### src/rtl/jk_bank_ctrl_pkg.sv
// Purpose: shared opcodes, FSM state encodings and small helpers for the JK bank sequencer.
// Latency: n/a (declarations only).
// Backpressure: n/a.
package jk_bank_ctrl_pkg;

  // Command opcodes as carried on cmd_op.
  typedef enum logic [1:0] {
    OP_LOAD   = 2'b00,
    OP_CLEAR  = 2'b01,
    OP_TOGGLE = 2'b10,
    OP_COUNT  = 2'b11
  } op_t;

  // Sequencer states.
  typedef enum logic [1:0] {
    S_IDLE = 2'b00,
    S_EXEC = 2'b01,
    S_DONE = 2'b10
  } state_t;

  // Fixed-length commands always run for exactly one EXEC cycle.
  localparam int unsigned SINGLE_CYCLE_LEN = 1;

  // True for commands whose EXEC length comes from cmd_len.
  function automatic logic op_uses_len(input op_t op);
    return (op == OP_COUNT);
  endfunction

endpackage

### src/rtl/jk_bank_ctrl_jk_ff.sv
// Purpose: single JK flip-flop storage cell (00 hold, 01 reset, 10 set, 11 toggle).
// Latency: q updates on the rising clk edge after j/k are applied.
// Backpressure: none; the cell samples j/k every cycle.
//
// Ports:
//   clk  - rising-edge clock
//   rst  - asynchronous active-high reset, clears q
//   j, k - JK drive inputs
//   q    - stored bit
module jk_ff (
  input  logic clk,
  input  logic rst,
  input  logic j,
  input  logic k,
  output logic q
);

  logic q_q;
  logic q_d;

  always_comb begin
    q_d = q_q;
    unique case ({j, k})
      2'b00:   q_d = q_q;
      2'b01:   q_d = 1'b0;
      2'b10:   q_d = 1'b1;
      2'b11:   q_d = ~q_q;
      default: q_d = q_q;
    endcase
  end

  always_ff @(posedge clk or posedge rst) begin
    if (rst) begin
      q_q <= 1'b0;
    end else begin
      q_q <= q_d;
    end
  end

  assign q = q_q;

endmodule

### src/rtl/jk_bank_ctrl.sv
// Purpose: command sequencer that turns LOAD/CLEAR/TOGGLE/COUNT into per-bit J/K drive for a JK bank.
// Latency: accept at edge t, result in q after edge t+N, done high in cycle t+N+1 (N = EXEC length).
// Backpressure: cmd_ready is high only in IDLE; one command in flight, min spacing N+2 cycles.
//
// Ports:
//   clk, rst            - rising-edge clock, asynchronous active-low reset
//   cmd_valid/cmd_ready - command handshake; op/data/len sampled only on the accepting edge
//   cmd_op              - 00 LOAD, 01 CLEAR_MASK, 10 TOGGLE_MASK, 11 COUNT
//   cmd_data            - load value or bit mask (ignored for COUNT)
//   cmd_len             - COUNT length in cycles (ignored for other ops)
//   q                   - bank contents
//   j_mon, k_mon        - J/K vectors currently driven into the bank
//   busy                - high in EXEC and DONE
//   done                - one-cycle completion pulse
module jk_bank_ctrl
  import jk_bank_ctrl_pkg::*;
#(
  parameter int WIDTH = 4,
  parameter int CNT_W = 8
) (
  input  logic             clk,
  input  logic             rst,
  input  logic             cmd_valid,
  output logic             cmd_ready,
  input  logic [1:0]       cmd_op,
  input  logic [WIDTH-1:0] cmd_data,
  input  logic [CNT_W-1:0] cmd_len,
  output logic [WIDTH-1:0] q,
  output logic [WIDTH-1:0] j_mon,
  output logic [WIDTH-1:0] k_mon,
  output logic             busy,
  output logic             done
);

  state_t           state_q, state_d;
  op_t              op_q, op_d;
  logic [WIDTH-1:0] data_q, data_d;
  logic [CNT_W-1:0] rem_q, rem_d;
  // COUNT with zero length still spends one EXEC cycle, but drives nothing.
  logic             nop_q, nop_d;

  logic             accept;
  op_t              cmd_op_e;
  logic [WIDTH-1:0] cnt_en;
  logic [WIDTH-1:0] j_d, k_d;
  logic             bank_rst;

  assign cmd_op_e  = op_t'(cmd_op);
  assign cmd_ready = (state_q == S_IDLE);
  assign accept    = cmd_valid && cmd_ready;
  assign busy      = (state_q != S_IDLE);
  // State is a register, so done is a registered, glitch-free pulse.
  assign done      = (state_q == S_DONE);

  // ---------------------------------------------------------------------------
  // FSM + remaining-cycles counter: next state
  // ---------------------------------------------------------------------------
  always_comb begin
    state_d = state_q;
    op_d    = op_q;
    data_d  = data_q;
    rem_d   = rem_q;
    nop_d   = nop_q;
    unique case (state_q)
      S_IDLE: begin
        if (accept) begin
          state_d = S_EXEC;
          op_d    = cmd_op_e;
          data_d  = cmd_data;
          if (op_uses_len(cmd_op_e)) begin
            nop_d = (cmd_len == '0);
            rem_d = (cmd_len == '0) ? CNT_W'(SINGLE_CYCLE_LEN) : cmd_len;
          end else begin
            nop_d = 1'b0;
            rem_d = CNT_W'(SINGLE_CYCLE_LEN);
          end
        end
      end
      S_EXEC: begin
        rem_d = rem_q - CNT_W'(1);
        if (rem_q == CNT_W'(1)) begin
          state_d = S_DONE;
        end
      end
      S_DONE: begin
        state_d = S_IDLE;
      end
      default: begin
        state_d = S_IDLE;
      end
    endcase
  end

  always_ff @(posedge clk or negedge rst) begin
    if (!rst) begin
      state_q <= S_IDLE;
      op_q    <= OP_LOAD;
      data_q  <= '0;
      rem_q   <= '0;
      nop_q   <= 1'b0;
    end else begin
      state_q <= state_d;
      op_q    <= op_d;
      data_q  <= data_d;
      rem_q   <= rem_d;
      nop_q   <= nop_d;
    end
  end

  // ---------------------------------------------------------------------------
  // Counter toggle enables: bit i toggles when all lower bits are one.
  // ---------------------------------------------------------------------------
  always_comb begin
    logic carry;
    carry  = 1'b1;
    cnt_en = '0;
    for (int i = 0; i < WIDTH; i++) begin
      cnt_en[i] = carry;
      carry     = carry & q[i];
    end
  end

  // ---------------------------------------------------------------------------
  // J/K drive: only EXEC drives the bank; IDLE and DONE hold it.
  // ---------------------------------------------------------------------------
  always_comb begin
    j_d = '0;
    k_d = '0;
    if (state_q == S_EXEC) begin
      unique case (op_q)
        OP_LOAD: begin
          j_d = data_q;
          k_d = ~data_q;
        end
        OP_CLEAR: begin
          j_d = '0;
          k_d = data_q;
        end
        OP_TOGGLE: begin
          j_d = data_q;
          k_d = data_q;
        end
        OP_COUNT: begin
          if (!nop_q) begin
            j_d = cnt_en;
            k_d = cnt_en;
          end
        end
        default: begin
          j_d = '0;
          k_d = '0;
        end
      endcase
    end
  end

  assign j_mon = j_d;
  assign k_mon = k_d;

  // ---------------------------------------------------------------------------
  // JK storage bank
  // ---------------------------------------------------------------------------
  assign bank_rst = ~rst;

  for (genvar gi = 0; gi < WIDTH; gi++) begin : g_bit
    jk_ff u_ff (
      .clk (clk),
      .rst (bank_rst),
      .j   (j_d[gi]),
      .k   (k_d[gi]),
      .q   (q[gi])
    );
  end

endmodule

### config.mk
export PLATFORM = sky130hd
export DESIGN_NAME = jk_bank_ctrl
export DESIGN_NICKNAME = d
export VERILOG_FILES = /design/src/rtl/jk_bank_ctrl_pkg.sv /design/src/rtl/jk_bank_ctrl_jk_ff.sv /design/src/rtl/jk_bank_ctrl.sv
export SDC_FILE = /design/constraint.sdc
export NUM_CORES = 1
export LEC_CHECK = 0
export CORE_MARGIN = 2
export CORE_UTILIZATION = 44
export CTS_CLUSTER_DIAMETER = 30
export DETAILED_ROUTE_END_ITERATION = 12
export PLACE_DENSITY = 0.77
export SLEW_MARGIN = 20
export SYNTH_ARGS = -nofsm -noshare
export SYNTH_HDL_FRONTEND = slang
export SYNTH_SLANG_ARGS = --single-unit
### constraint.sdc
create_clock -name clk -period 1.7 [get_ports clk]
set_input_delay 0.17 -clock clk [delete_from_list [all_inputs] [get_ports clk]]
set_output_delay 0.17 -clock clk [all_outputs]
set_load 0.01 [all_outputs]
# After elaboration in Yosys (flattened, before gate mapping)
# Index checks and enable logic that the tools add are counted.
# op_classes
add_sub_neg	1
mul	0
n_div	0
order_cmp	0
n_eq_ne	21
shift	0
n_mux	17
bitwise	7
n_reduce_logical	15
# op_table
operator	n
== test 2 bit (second input constant)	12
2-to-1 mux 8 bit	3
case mux 4 bit (3 select lines)	2
case mux 8 bit (2 select lines)	1
== test 2 x 1 -> 1 bit (second input constant)	6
logical NOT 2 bit	6
2-to-1 mux 4 bit	3
case mux 1 bit (3 select lines)	4
== test 8 x 1 -> 1 bit (second input constant)	1
logical NOT 8 bit	1
subtractor 8 x 1 -> 8 bit (second input constant)	1
AND reduction 2 bit	3
2-to-1 mux 2 bit	2
inverter 1 bit	4
inverter 4 bit	1
case mux 2 bit (2 select lines)	1
nonzero test 2 bit	2
OR reduction 2 bit	2
AND 1 bit	2
!= test 2 x 1 -> 1 bit (second input constant)	1
!= test 2 bit (second input constant)	1
logical AND 1 bit	1
2-to-1 mux 1 bit	1
# word_totals
register_bits	21
latchBits	0
ramBits	0
rom_bits	0
output_inout_bits	15
n_memories	0

# Depth between registers and ports, before layout
# Gate-level depths: netlist of the first run.
# depth
word_depth	7
mapped_depth	7
depth_no_buf	5

# Modules after synthesis
# Synthesis of the first run repeated with hierarchy kept, for this count alone.
# hier_totals
cells_unflattened	139
area_unflattened_um2	1227.4
# by_module_without_submodules
mod	n_inst	cells_per_inst	area_each_um2
jk_bank_ctrl	1	123	1077.3
jk_ff	4	4	37.5

# Worst setup path after synthesis of the first run
# Ideal clock, no wire load.
# synth_timing
path_kind	register -> output
from	reg op_q[0]
to	out j_mon[3]
t_arrival_ns	1.518
t_required_ns	1.530
setup_slack_ns	0.012
path_stages_with_launch	6
path_buffers	2
path_cell_list	dfrtp_1 ha_1 or3b_2 clkbuf_1 o22ai_1 buf_4
# synth_via
elab_chain_len	4
word_cells_on_any_way	7
cone_classes	eq/ne (3); mux (2); reduce/logical (2)
# synth_lines
item	line_no	source
from (decl)	jk_bank_ctrl.sv:36	op_t op_q, op_d;
from (signal assigned)	jk_bank_ctrl.sv:103	op_q <= op_d;
== test 2 bit / logical NOT 2 bit (equally long branches)	jk_bank_ctrl.sv:130	unique case (op_q)
OR reduction 2 bit (no source line)	-	
case mux 4 bit (3 select lines) (*)	jk_bank_ctrl.sv:130	
2-to-1 mux 4 bit (*)	jk_bank_ctrl.sv:129	if (state_q == S_EXEC) begin
to (decl)	jk_bank_ctrl.sv:29	output logic [WIDTH-1:0] j_mon,
# Mark *: on every way between the ends. The rest lies on a longest branch, timed or not.

# Final worst setup path of the first run
# layout_timing
from	reg op_q[0]
to	out k_mon[3]
# layout_via
elab_chain_len	4
word_cells_on_any_way	7
cone_classes	eq/ne (3); mux (2); reduce/logical (2)
# layout_lines
item	line_no	source
== test 2 bit / == test 2 x 1 -> 1 bit (equally long branches)	jk_bank_ctrl.sv:130	
OR reduction 2 bit (no source line)	-	
case mux 4 bit (3 select lines) (*)	jk_bank_ctrl.sv:130	
2-to-1 mux 4 bit (*)	jk_bank_ctrl.sv:129	
to (decl)	jk_bank_ctrl.sv:30	output logic [WIDTH-1:0] k_mon,
# Marks and branches as above.

==> out/results.txt, run 1 <==
Summed over all failing endpoints, the final setup total negative slack is -1290 ps. In this run the vertical extent of the chip is 59.4 um. Setup repair after global routing could not meet its margin everywhere. For this design, the CTS-stage hold fixing added 0 buffers.

IR analysis of the VDD net gives a maximum drop of 0.788 mV. The worst clock skew was 3.77 ps. The filler cells instantiated in the layout total 246.

After synthesis, flip-flops and latches occupy 38.9% of the total area. TritonCTS built the clock tree. The clock-pin transition on the worst setup and hold timing paths was 120 ps.

STA classifies the critical path startpoint as a flip-flop. The highest clock frequency the design can meet came out at 529 MHz. The number of detailed-route iterations in the first pass came out at 4. The critical path goes through buf_6, ha_4, nand4b_1, o21ai_2, and3b_1, buf_2. The share of the cycle needed by the critical path after routing came out at 111%. The ratio of total power to cell area came out at 1830 nW/um2. Average routed wire per standard cell: 15.6 um. By area the synthesized netlist is led by sky130_fd_sc_hd__dfrtp_1 39%, sky130_fd_sc_hd__buf_4 6.7%, sky130_fd_sc_hd__ha_1 5.6%. The worst pin sits at a relative slew slack of 73.6%.

The tools report the final core utilization as 65.4%. For the net total in the final layout, the log shows 224. The number of buffers inserted during clock tree synthesis was 3.

In this run the static leakage power is 0.905 nW. The routed design has 3630 um of wire. The number of sinks on the clock net was 21; the number of placed cells counting well taps was 221.

Clock tree synthesis selected as its root buffer the cell sky130_fd_sc_hd__clkbuf_4. The dominant combinational cell family by area after synthesis was simple AND/OR/NAND/NOR gates. Row generation in the floorplan step produced 20 rows. The logs give 0 for the hold violation total from the final report and 1 for the CTS H-tree depth.

The logs give 1530 ps for the required time at the worst-slack endpoint and 3530 um2 for the area enclosed by the die boundary. 0 antenna diodes ended up in the layout. For this design the top-level I/O count stands at 32. STA classifies the critical path endpoint as an output pin. The logs give 0 for the number of violations of the max-capacitance limit and 300 ps for the source-to-sink clock delay at the later pin of the worst-skew pair.

Of all nets on the critical path, the largest fanout is 3. Of the post-synthesis cell area, the dominant cell type holds 38.9%. The tools report the post-placement cell area as 1790 um2. The worst path needs 1890 ps of the cycle, external delays included.

The run gives 1276 as the via count of the first global-routing pass. The cell type of the slowest stage on the worst timing path was sky130_fd_sc_hd__dfrtp_1. The measured slew at the worst slew-check pin works out to 392 ps. Sorting the synthesized cells by how often they occur yields 21 x sky130_fd_sc_hd__dfrtp_1, 17 x sky130_fd_sc_hd__nand2_1, 12 x sky130_fd_sc_hd__buf_4, 10 x sky130_fd_sc_hd__inv_1, 9 x sky130_fd_sc_hd__o21ai_0.

For this run the aggregate overflow at the end of global routing stands at 0. In the post-synthesis netlist, the cell with the most instances is sky130_fd_sc_hd__dfrtp_1. The signed area change from the synthesized netlist to the final layout is 44.2%. The final setup slack of the worst path was -191 ps; the port buffer count was 31. The library cell occupying the most area in the post-synthesis netlist is sky130_fd_sc_hd__dfrtp_1. Entering global routing, the biggest net connects 22 pins. The number of standard cells after synthesis is 149, and the DRC marker count from the first detailed-route iteration is 51. For this run, the number of standard cells in the final layout without fillers is 233. The multi-input combinational cells in the finished layout cover a total of 761 um2.

For the net count after synthesis, the log shows 172. For the initial standard-cell utilization of the core, the log shows 45.4%. For the last weighted congestion value of the routability-driven placer, the log shows 0.902. The logs give 0 for the final number of max-transition violations and 1720 ps for the signal arrival time at the worst endpoint. The run gives 0 as the remaining design rule violation count. The tools report the total non-filler cell area in the finished layout as 1950 um2.

In this run the worst hold path is classified as in2async. In the synthesized netlist, mux cells make up 0% of the area. For the global-route wire length before repair, the log shows 5720 um. The checks that failed: setup timing. Setup violations remaining at the end of the flow were counted as 11. The synthesized design contains 21 register bits. X dimension of the die: 59.4 um.

The run gives 0 as the number of antenna violations at the first check in global routing. The area taken by flip-flops and latches came out at 526 um2. The area inside the core boundary came out at 2980 um2. The synthesized netlist contains 44 unique library cells. The synthesized netlist devotes 23.6% of its cell area to simple gates.

The post-synthesis average cell area was 9.07 um2; the placed wire-length estimate was 2540 um. Summing the areas of all compound-gate instances in the mapped netlist gives 20.1% of the synthesized area. The delay of the slowest cell on the worst path was 410 ps. In the global route stage, overall resource usage came out at 21.6%. The largest buffer count on any clock path was 2. The most used flip-flop cell after synthesis is sky130_fd_sc_hd__dfrtp_1. For this run, the number of Yosys warnings is 0. The detail route stage leaves a number of antenna-violating nets equal to 0. The netlist area before placement was 1350 um2; the proportion of register bits with asynchronous set or reset after synthesis was 100%.

The type of the worst setup path was reg2out. The post-route netlist has 35.0% of its cells at a drive strength greater than 1. Using the TritonRoute via totals, the vias-per-cell ratio works out to 5.65.

After Yosys synthesis, XOR and XNOR cells account for 0% of the synthesized area. Yosys mapped a number of flops with a built-in enable equal to 0. The routed layout has 1316 vias. The run finished, with violations left. Summing the areas of all fa, ha and maj instances in the mapped netlist gives 5.56% of the synthesized area.
## placed cells by master (no fill, tap or decap), types with 2 or more instances in the layout
cell type                         instances
sky130_fd_sc_hd__o311ai_1                 2
sky130_fd_sc_hd__o21ai_0                  5
sky130_fd_sc_hd__inv_1                    9
sky130_fd_sc_hd__a221o_1                  2
sky130_fd_sc_hd__nand3b_1                 2
sky130_fd_sc_hd__dfrtp_1                 21
sky130_fd_sc_hd__clkdlybuf4s50_1         20
sky130_fd_sc_hd__buf_4                   31
sky130_fd_sc_hd__ha_1                     3
sky130_fd_sc_hd__buf_6                    5
sky130_fd_sc_hd__a21oi_2                  7
sky130_fd_sc_hd__nor2b_1                  3
sky130_fd_sc_hd__or3b_4                   2
sky130_fd_sc_hd__clkbuf_4                 3
sky130_fd_sc_hd__nor2_1                   2
sky130_fd_sc_hd__buf_2                    8
sky130_fd_sc_hd__o21ai_1                  2
sky130_fd_sc_hd__nand2b_1                 4
sky130_fd_sc_hd__nand2_1                 17
sky130_fd_sc_hd__ha_4                     2
sky130_fd_sc_hd__nand4_1                  3
sky130_fd_sc_hd__or3_1                    2
sky130_fd_sc_hd__nor3b_1                  2
sky130_fd_sc_hd__a211o_1                  4
sky130_fd_sc_hd__nor4_1                   3
sky130_fd_sc_hd__a221oi_2                 3
sky130_fd_sc_hd__o21ai_2                  2
sky130_fd_sc_hd__nand3_1                  2
sky130_fd_sc_hd__o211ai_1                 2
## registers in the layout (all words and copies together), names as in the netlist
signal,count
state_q,2
rem_q,8
g_bit.u_ff.q,4
nop_q,1
op_q,2
data_q,4
## metrics by stage
stage	hold WS (ps)	setup slack, ps	power [mW]
after floorplan	-126	11.9	2.15
after global routing	192	-270	3.86
after CTS	199	-175	3.34
after global placement	500	-358	2.82
after detailed placement	508	-383	2.89
final	203	-191	3.56
## metal layers
metal  global-route usage [%]  part of all wire [%]  up-vias
met3                     2.40                   5.2       13
met5                        0                     0        -
li1                         -                     -      640
met4                     9.74                   3.2        0
met1                     26.2                    41      613
met2                     38.1                    50       50
## worst max-delay path, delay by kind of cell, from the launching register on
family	cells	cell delay, ps
flops	1	410
fa+ha+maj	1	120
simple gates	2	410
compound gates	1	220
buf+inv	2	260
## logic make-up after synthesis
kind of cell	after synthesis
AND/OR/NAND/NOR	53
AO/OA/AOI/OAI	39
buffers and inverters	30
flip-flops	21
adder cells (fa/ha/maj)	6
## path summary, 6_finish.rpt
check	from	endpoint	slack, ps	cells after the start
worst min register to register	rem_q[5]	rem_q[5]	530	1
max in group asynchronous	rst	rem_q[3]	1280	2
worst min-delay path	rst	g_bit[3].u_ff.q	200	2
worst max-delay path	op_q[0]	k_mon[3]	-190	6
worst max register to register	op_q[0]	g_bit[0].u_ff.q	-130	7
min in group clk	cmd_data[1]	data_q[1]	380	3
## final cells by class
cell class | count | area share, %
inverters | 10 | 1.93
well taps | 33 | 2.12
repair buffers | 67 | 28.6
flip-flops and latches | 21 | 27.0
multi-input cells | 98 | 39.0
clock buffers | 4 | 1.35
## power by group
| group | switching (mW) | total, mW | internal [mW] |
|---|---|---|---|
| Sequential | 0.194 | 0.907 | 0.714 |
| Clock | 0.153 | 0.244 | 0.0914 |
| Combinational | 1.13 | 2.41 | 1.28 |
## repair_timing
| item | 4_1_cts | 5_1_grt |
|---|---|---|
| resized for setup | 59 | 13 |
| pin swaps | 9 | 6 |
| setup buffers | 4 | 4 |
| endpoints found under the setup margin | 15 | 16 |
Power figures use the tool's default switching activity.
==> inputs of run 2 (changes only) <==
CELL_PAD_IN_SITES_DETAIL_PLACEMENT = 1   (was not set)
CELL_PAD_IN_SITES_GLOBAL_PLACEMENT = 2   (was not set)
CORE_UTILIZATION = 26   (was 44)
PLACE_DENSITY = 0.76   (was 0.77)
==> out/results.txt, run 2 (synthesis gave the netlist of run 1 again) <==
The flow ran to the end, but the final reports show violations. The final reports fail on setup timing. The number of violations of the max-capacitance limit was 0 (unchanged); the shortest period the worst path allows was 1860 ps (-30.3 ps). For the signal arrival time at the worst endpoint, the log shows 1690 ps (-30 ps). STA classifies the critical path endpoint as an output pin. The tools report the highest clock frequency the design can meet as 537 MHz (+1.6%). Grouping stages by cell kind, the critical path spends the most delay in buffers and inverters. Average routed wire per standard cell: 15.3 um (-1.6%). The logs give 21 (unchanged) for the number of sinks on the clock net and 0 (unchanged) for the number of routed nets with antenna violations. For the total overflow reported by the global router, the log shows 0 (unchanged). The run gives 0 (unchanged) as the hold buffer count at cts. In this run the critical register-to-register path is launched from state_q[1]. The worst clock skew was 5.74 ps (+1.97 ps); the global-route wire length before repair was 6800 um (+19%). The proportion of layout cells with a drive suffix above 1 was 35.8% (+0.78 points); the number of buffers inserted during clock tree synthesis was 3 (unchanged).

The logs give 0 (unchanged) for the final number of max-transition violations and 5790 um2 (+64%) for the area enclosed by the die boundary. Setup repair after global routing could not meet its margin everywhere. The type of the worst setup path is reg2out.

The run gives 70.7% (-2.9 points) as the max-slew headroom at the worst pin. The clock-pin transition on the worst setup and hold timing paths is 80 ps (-40 ps). The total number of placement rows was 26 (+30%). The required time at the worst-slack endpoint was 1530 ps (about the same); the x dimension of the die was 76.1 um (+28%).

The run gives 3.74 mW (+4.8%) as the power after layout. The worst path buffer plus inverter count is 3 (+1), and the last weighted congestion value of the routability-driven placer is 0.871 (-3.5%). The DRC marker count from the first detailed-route iteration came out at 35 (-31%). The startpoint kind of the worst setup timing path is a flip-flop. For the total vias in the final route, the log shows 1353 (+2.8%).

The delay of the slowest cell on the worst path was 400 ps (about the same). The port buffer count is 31 (unchanged). Met2 usage: 26.4% (-12 points).

The critical path goes through buf_6, ha_4, nand4b_1, buf_4, a221oi_4, buf_2. Largest fanout of any net on the critical path: 3 (unchanged). For the placed wire-length estimate, the log shows 3030 um (+19%). The source-to-sink clock delay at the later pin of the worst-skew pair came out at 260 ps (-40 ps).

Slack of the worst reg-to-reg path: 0 ps (+130 ps). The area inside the core boundary came out at 5070 um2 (+70%). The top cell types in the final layout, fill and taps aside, are 33 x sky130_fd_sc_hd__buf_4, 21 x sky130_fd_sc_hd__dfrtp_1, 21 x sky130_fd_sc_hd__clkdlybuf4s50_1.

The tools report the net total in the final layout as 228 (+1.8%). TritonCTS built the clock tree. The library cell used most frequently in the layout, excluding fill and tap cells, is sky130_fd_sc_hd__buf_4. The ratio of total power to cell area was 1800 nW/um2 (-1.6%); the initial standard-cell utilization of the core was 26.6% (-19 points). The endpoint identified for the worst register-to-register timing path is rem_q[7].

Routing usage on met3: 3.55% (+1.2 points). The final setup slack of the worst path was -161 ps (+30.3 ps). For the number of failing setup endpoints in the final timing report, the log shows 8 (-3).

The run gives 259 (+17%) as the number of placed cells counting well taps. The run gives 2 (unchanged) as the largest buffer count on any clock path. The run gives 16.8% (-9.4 points) as the fraction of met1 tracks used by global routing. The type of the tightest min-delay check is in2async. For the maximum ir drop on the vdd rail, the log shows 0.517 mV (-34%). The logs give 0 (unchanged) for the number of antenna violations at the first check in global routing and 274 (+18%) for the count of non-filler cells in the finished layout. The share of the cycle needed by the critical path after routing is 109% (-1.8 points). The tools report the pin count of the biggest net entering global routing as 22 (unchanged).

The hold violation total from the final report was 0 (unchanged). The tools report the number of detailed-route iterations in the first pass as 4 (unchanged). The number of flip-flops in the largest register was 8 (unchanged); the height of the die was 76.1 um (+28%). Final antenna diode count: 0 (unchanged). The slowest stage of the critical path belongs to the cell sky130_fd_sc_hd__dfrtp_1.

For the total negative slack, the log shows -1040 ps (+251 ps). The I/O pin count came out at 32 (unchanged). The run gives 1440 (+13%) as the via count of the first global-routing pass. The remaining design rule violation count is 0 (unchanged). The run gives 0.926 nW (+2.3%) as the leakage component of the power. The detailed-route vias per instance is 4.94 (-13%), and the cell count of the worst reg-to-reg path is 4 (-3). met2 is the most crowded layer. rem_q holds more flip-flops than any other register. The wire length reported by the detailed router is 4200 um (+16%), and the signed area change from the synthesized netlist to the final layout is 53.5%. Overall global routing resource usage: 14.3% (-7.3 points). The CTS H-tree depth was 1 (unchanged). The measured slew at the worst slew-check pin was 436 ps (+43.6 ps).

The cell sitting at the root of the clock tree is a sky130_fd_sc_hd__clkbuf_8.
[run 2: metrics by stage]
stage,area [um2],util [%],hold WS [ps],setup WS [ps]
2_1_floorplan,1350,-,-126,11.9
3_3_place_gp,1840,36.3,512,-345
3_5_place_dp,1840,36.3,513,-376
4_1_cts,1970,38.9,256,-129
5_1_grt,2070,40.9,261,-250
6_report,2070,40.9,248,-161
[run 2: how the worst max path moves through the flow]
stage | end | startpoint | cells past startpoint
2_1_floorplan | j_mon[3] | op_q[0] | 5
3_3_place_gp | j_mon[0] | op_q[0] | 5
3_5_place_dp | j_mon[0] | op_q[0] | 5
4_1_cts | j_mon[2] | op_q[0] | 5
5_1_grt | k_mon[2] | op_q[0] | 6
6_report | k_mon[2] | op_q[0] | 6
[run 2: layout make-up]
cell class,count,area (um2)
Clock buffer,3,41.3
Clock inverter,1,5.00
Fill cell,587,3000
Inverter,10,40.0
Multi-Input combinational cell,98,774
Sequential cell,21,526
Tap cell,70,87.6
Timing Repair Buffer,71,601
[run 2: timing repair]
item                                    4_1_cts  5_1_grt
cloned                                        0        0
gates resized for setup                      59       13
pin swaps                                     6        6
buffers inserted                              4        7
endpoints found under the setup margin       20       14
[run 2: metal layers]
metal,up-vias,share of wire [%]
li1,643,-
met4,0,1.0
met3,6,4.7
met1,666,41
met5,-,0
met2,38,53
[run 2: power by group]
| part | internal (mW) | total (mW) | switching [mW] |
|---|---|---|---|
| sequential | 0.715 | 0.920 | 0.204 |
| clock | 0.163 | 0.338 | 0.175 |
| combinational | 1.33 | 2.48 | 1.15 |
| total | 2.21 | 3.74 | 1.53 |
==> variant 1, RTL diff (config.mk and constraints of run 1) <==
`data_q` no longer has a reset.
--- a/src/rtl/jk_bank_ctrl.sv
+++ b/src/rtl/jk_bank_ctrl.sv
@@ -97,3 +97,2 @@
       op_q    <= OP_LOAD;
-      data_q  <= '0;
       rem_q   <= '0;
@@ -103,3 +102,2 @@
       op_q    <= op_d;
-      data_q  <= data_d;
       rem_q   <= rem_d;
@@ -107,2 +105,6 @@
     end
+  end
+
+  always_ff @(posedge clk) begin
+    data_q <= data_d;
   end
Function: same outputs for any inputs over 10 cycles, from zero or initial values and one cycle with rst low; that may be too few to reach the edited logic, so the function may still have changed.
==> variant 1 against run 1 <==
The run still ends with negative setup slack left; clock power is 2% higher; setup slack worse by 0.073 ns; combinational power is 2% lower; total power is 2.0% lower; sequential cell count stayed put; sequential power is 2% lower; area after synthesis is 4.7% lower; final area is 1.9% lower; wire length is 0.77% higher; critical path type unchanged; critical endpoint is now k_mon[1]; highest routed layer unchanged.
==> variant 1: results <==
[placed_design]
post-place-ws_ns = -0.315
place_congestion = 0.901
dpl_cell_area_um2 = 1700
place_inst = 208

[sta]
tns_ns = -1.50
setup_ws_ns = -0.264
setup_violations = 8
worst_pin_slew_ns = 0.430

[critical_path]
crit_arrival_ns = 1.79
r2r_slack_ns = 0.01
r2r-end = "g_bit[3].u_ff.q"

[finish]
final_util = 0.693
drive_gt1_frac = 0.361

[power]
vdd_drop_max_mv = 1.41

[synth]
postSynth.asyncResetShare = 0.810
synth_top_cells_by_count = "dfrtp_1 (17), a21oi_1 (15), buf_4 (13)"
syn_area_um2 = 1290
synth_seq_area_share = 0.424
synth.area.top_cells = "dfrtp_1 (33%), edfxtp_1 (9.3%), buf_4 (7.6%), a21oi_1 (5.8%), ha_1 (5.8%)"
synth_edf_count = 4

[detailed_routing]
via_count = 1243
dr.first_iter.drc_count = 47
viasPerCell = 5.60

[outcome]
status = "finished with violations"
failed_checks = "negative setup slack"

[global_route]
grt_pass1_wl_um = 5500
==> variant 1: worst max path at each step <==
stage               startpoint  endpoint
finish                 op_q[1]  k_mon[1]
global placement       op_q[0]  k_mon[3]
detailed placement     op_q[0]  k_mon[0]
floorplan              op_q[0]  k_mon[1]
CTS                    op_q[1]  k_mon[3]
global route           op_q[1]  k_mon[3]
==> variant 1: repair_timing <==
item,4_1_cts,5_1_grt
resized for setup,54,17
setup endpoints to repair,10,10
pin swaps,7,11
buffers inserted,5,7
==> variant 1: area by class of cell <==
type	count	area share
Clock buffer	4	0.0137
Tap cell	31	0.0203
Multi-Input combinational cell	91	0.375
Inverter	10	0.0223
Sequential cell	21	0.286
Timing Repair Buffer	65	0.283
==> variant 1: worst max-delay path: stages, from the launching register on <==
cell and delay, ns:
dfrtp_1 0.40, buf_4 0.12, inv_2 0.06, ha_4 0.30, a21oi_1 0.10, a221oi_2 0.30
buf_2 0.20
==> variant 1: cells by family (layout without fill, tap and decap cells) <==
logic type      Yosys count  count (layout)  synth area share
compound gates           44              44             0.221
fa+ha+maj                 6               6            0.0583
buf+inv                  27              79             0.127
flops                    21              21             0.424
simple gates             41              41             0.170
==> variant 1: where the power goes <==
part | leakage [nW] | switching, W | internal (W) | total (W)
clock | 0.0150 | 0.000159 | 0.0000914 | 0.000250
combinational | 0.596 | 0.00114 | 0.00121 | 0.00235
sequential | 0.245 | 0.000186 | 0.000702 | 0.000888
==> variant 1: metal layers <==
| layer | vias to the layer above | wire length [um] | share of wire | GRT usage |
|---|---|---|---|---|
| li1 | 594 | - | - | - |
| met1 | 599 | 1580 | 0.43 | 0.268 |
| met2 | 42 | 1850 | 0.50 | 0.377 |
| met3 | 8 | 149 | 0.041 | 0.0268 |
| met4 | 0 | 87 | 0.024 | 0.0664 |
| met5 | - | 0 | 0 | 0 |
==> variant 2, RTL diff (flow settings as in run 1) <==
Made on the original files. Set the parameter `WIDTH` to 6 (it was 4).
--- a/src/rtl/jk_bank_ctrl.sv
+++ b/src/rtl/jk_bank_ctrl.sv
@@ -17,3 +17,3 @@
 #(
-  parameter int WIDTH = 4,
+  parameter int WIDTH = 6,
   parameter int CNT_W = 8
Ports: changed (resized cmd_data, j_mon, k_mon and q); port bits go from 32 to 40. The function was not compared with the original's and may differ.
==> variant 2 against run 1 <==
Setup slack worse by 0.14 ns; via count grew 12%; non-clock buffer count up 7; area after synthesis up 18%; global-route usage is 0.33 points higher; largest power group unchanged; fmax fell by 6.8%; critical path type unchanged; sequential share of layout area grew 1.1 points; total power up 9.3%; sequential cell count rose by 4; final area rose by 15%; combinational power grew 5%; the flow still finishes with violations (negative setup slack); first-iteration DRC count is 100% higher; wire length up 15%; largest cell class unchanged.
==> variant 2: results <==
[outcome]
status = "finished with violations"
failed_checks = "negative setup slack"

[placed_design]
post-place-ws_ns = -0.404
place_congestion = 0.845
post-dp-hpwl_um = 2840
portBuffers = 39

[critical_path]
max_stage_delay_ns = 0.44
crit_fanout = 4
reg2regPathDepth = 8
r2r-end = "g_bit[3].u_ff.q"
setup.worst_path.end = "k_mon[2]"
r2r-start = "op_q[1]"
r2r_slack_ns = 0.03
crit_arrival_ns = 1.86

[power]
pg_comb_w = 0.00252
p_per_area_nw_per_um2 = 1750
power_leader = "combinational cells"
p_leak_nw = 0.987
vdd_drop_max_mv = 0.790
power_switching_w = 0.00166
powerSeq_w = 0.00110

[finish]
fin_nets = 249
regMostFlops = "rem_q"
drive_gt1_frac = 0.386
largest_reg_flops = 8

[sta]
fin_skew_ns = 0.00378
max-slew-margin-rel = 0.730
setup_violations = 12
setup_ws_ns = -0.329
tns_ns = -3.00

[synth]
ys_types = 39
synthFlopType = "dfrtp_1"
synth_top_cells_by_count = "dfrtp_1 (25), buf_4 (19), nand2_1 (18)"
synth_seq_area_share = 0.394
synthesis.nets = 195
synth.area.top_cells = "dfrtp_1 (39%), buf_4 (9.0%), mux2_2 (5.7%), ha_1 (4.7%), a21oi_1 (4.4%)"

[clock_network]
path_clk_slew_ns = 0.14
clockBufferDepth = 2
clock_latency_ns = 0.32

[detailed_routing]
drt_wl_total_um = 4170
viasPerCell = 5.46
dr.first_iter.drc_count = 104

[min_path]
hp-class = "in2async"

[global_route]
grt_pass1_vias = 1526
grt_max_degree = 26
grt.total_usage = 0.220
grt_pass1_wl_um = 7060
## variant 2: area by class of cell
class                           count  area (um^2)
Inverter                            8         30.0
Tap cell                           46         57.6
Multi-Input combinational cell    112          888
Timing Repair Buffer               74          603
Clock buffer                        4         26.3
Sequential cell                    25          627
Fill cell                         248         1160
## variant 2: cell families (layout without fill, tap and decap cells)
group / Yosys count / count (layout) / share of synthesized area
buffers and inverters: 33 / 86 / 0.129
adders and majority gates: 6 / 6 / 0.0472
and+or+nand+nor: 50 / 50 / 0.169
AOI/OAI and AO/OA: 48 / 48 / 0.205
muxes: 8 / 8 / 0.0567
DFF: 25 / 25 / 0.394
## variant 2: per-stage QoR
stage / instances / total power, W / area [um^2] / hold slack [ns]
global placement: 256 / 0.00325 / 2060 / 0.505
floorplan: 170 / 0.00255 / 1590 / -0.126
global route: 269 / 0.00418 / 2230 / 0.223
CTS: 266 / 0.00376 / 2180 / 0.210
detailed placement: 256 / 0.00333 / 2060 / 0.523
finish: 269 / 0.00390 / 2230 / 0.199
## variant 2: layer usage
layer	vias up	track usage	wire length (um)
met3	10	0.0264	169
met2	45	0.363	2110
li1	706	-	-
met1	708	0.275	1740
met4	0	0.128	147
met5	-	0	0
## variant 2: critical path: cells and delay by family (launching register included)
| kind | cells | cell delay [ns] |
|---|---|---|
| DFF | 1 | 0.44 |
| buffers and inverters | 3 | 0.40 |
| and+or+nand+nor | 2 | 0.32 |
| adders and majority gates | 1 | 0.20 |
| AOI/OAI and AO/OA | 1 | 0.17 |
## variant 2: repair_timing
| action | in CTS | in global routing |
|---|---|---|
| gates cloned | 1 | 0 |
| buffers inserted | 5 | 3 |
| endpoints found under the hold margin | 0 | 0 |
| setup endpoints to repair | 15 | 15 |
| resized for setup | 69 | 11 |
| pin swaps | 10 | 6 |
| hold buffers | 0 | 0 |
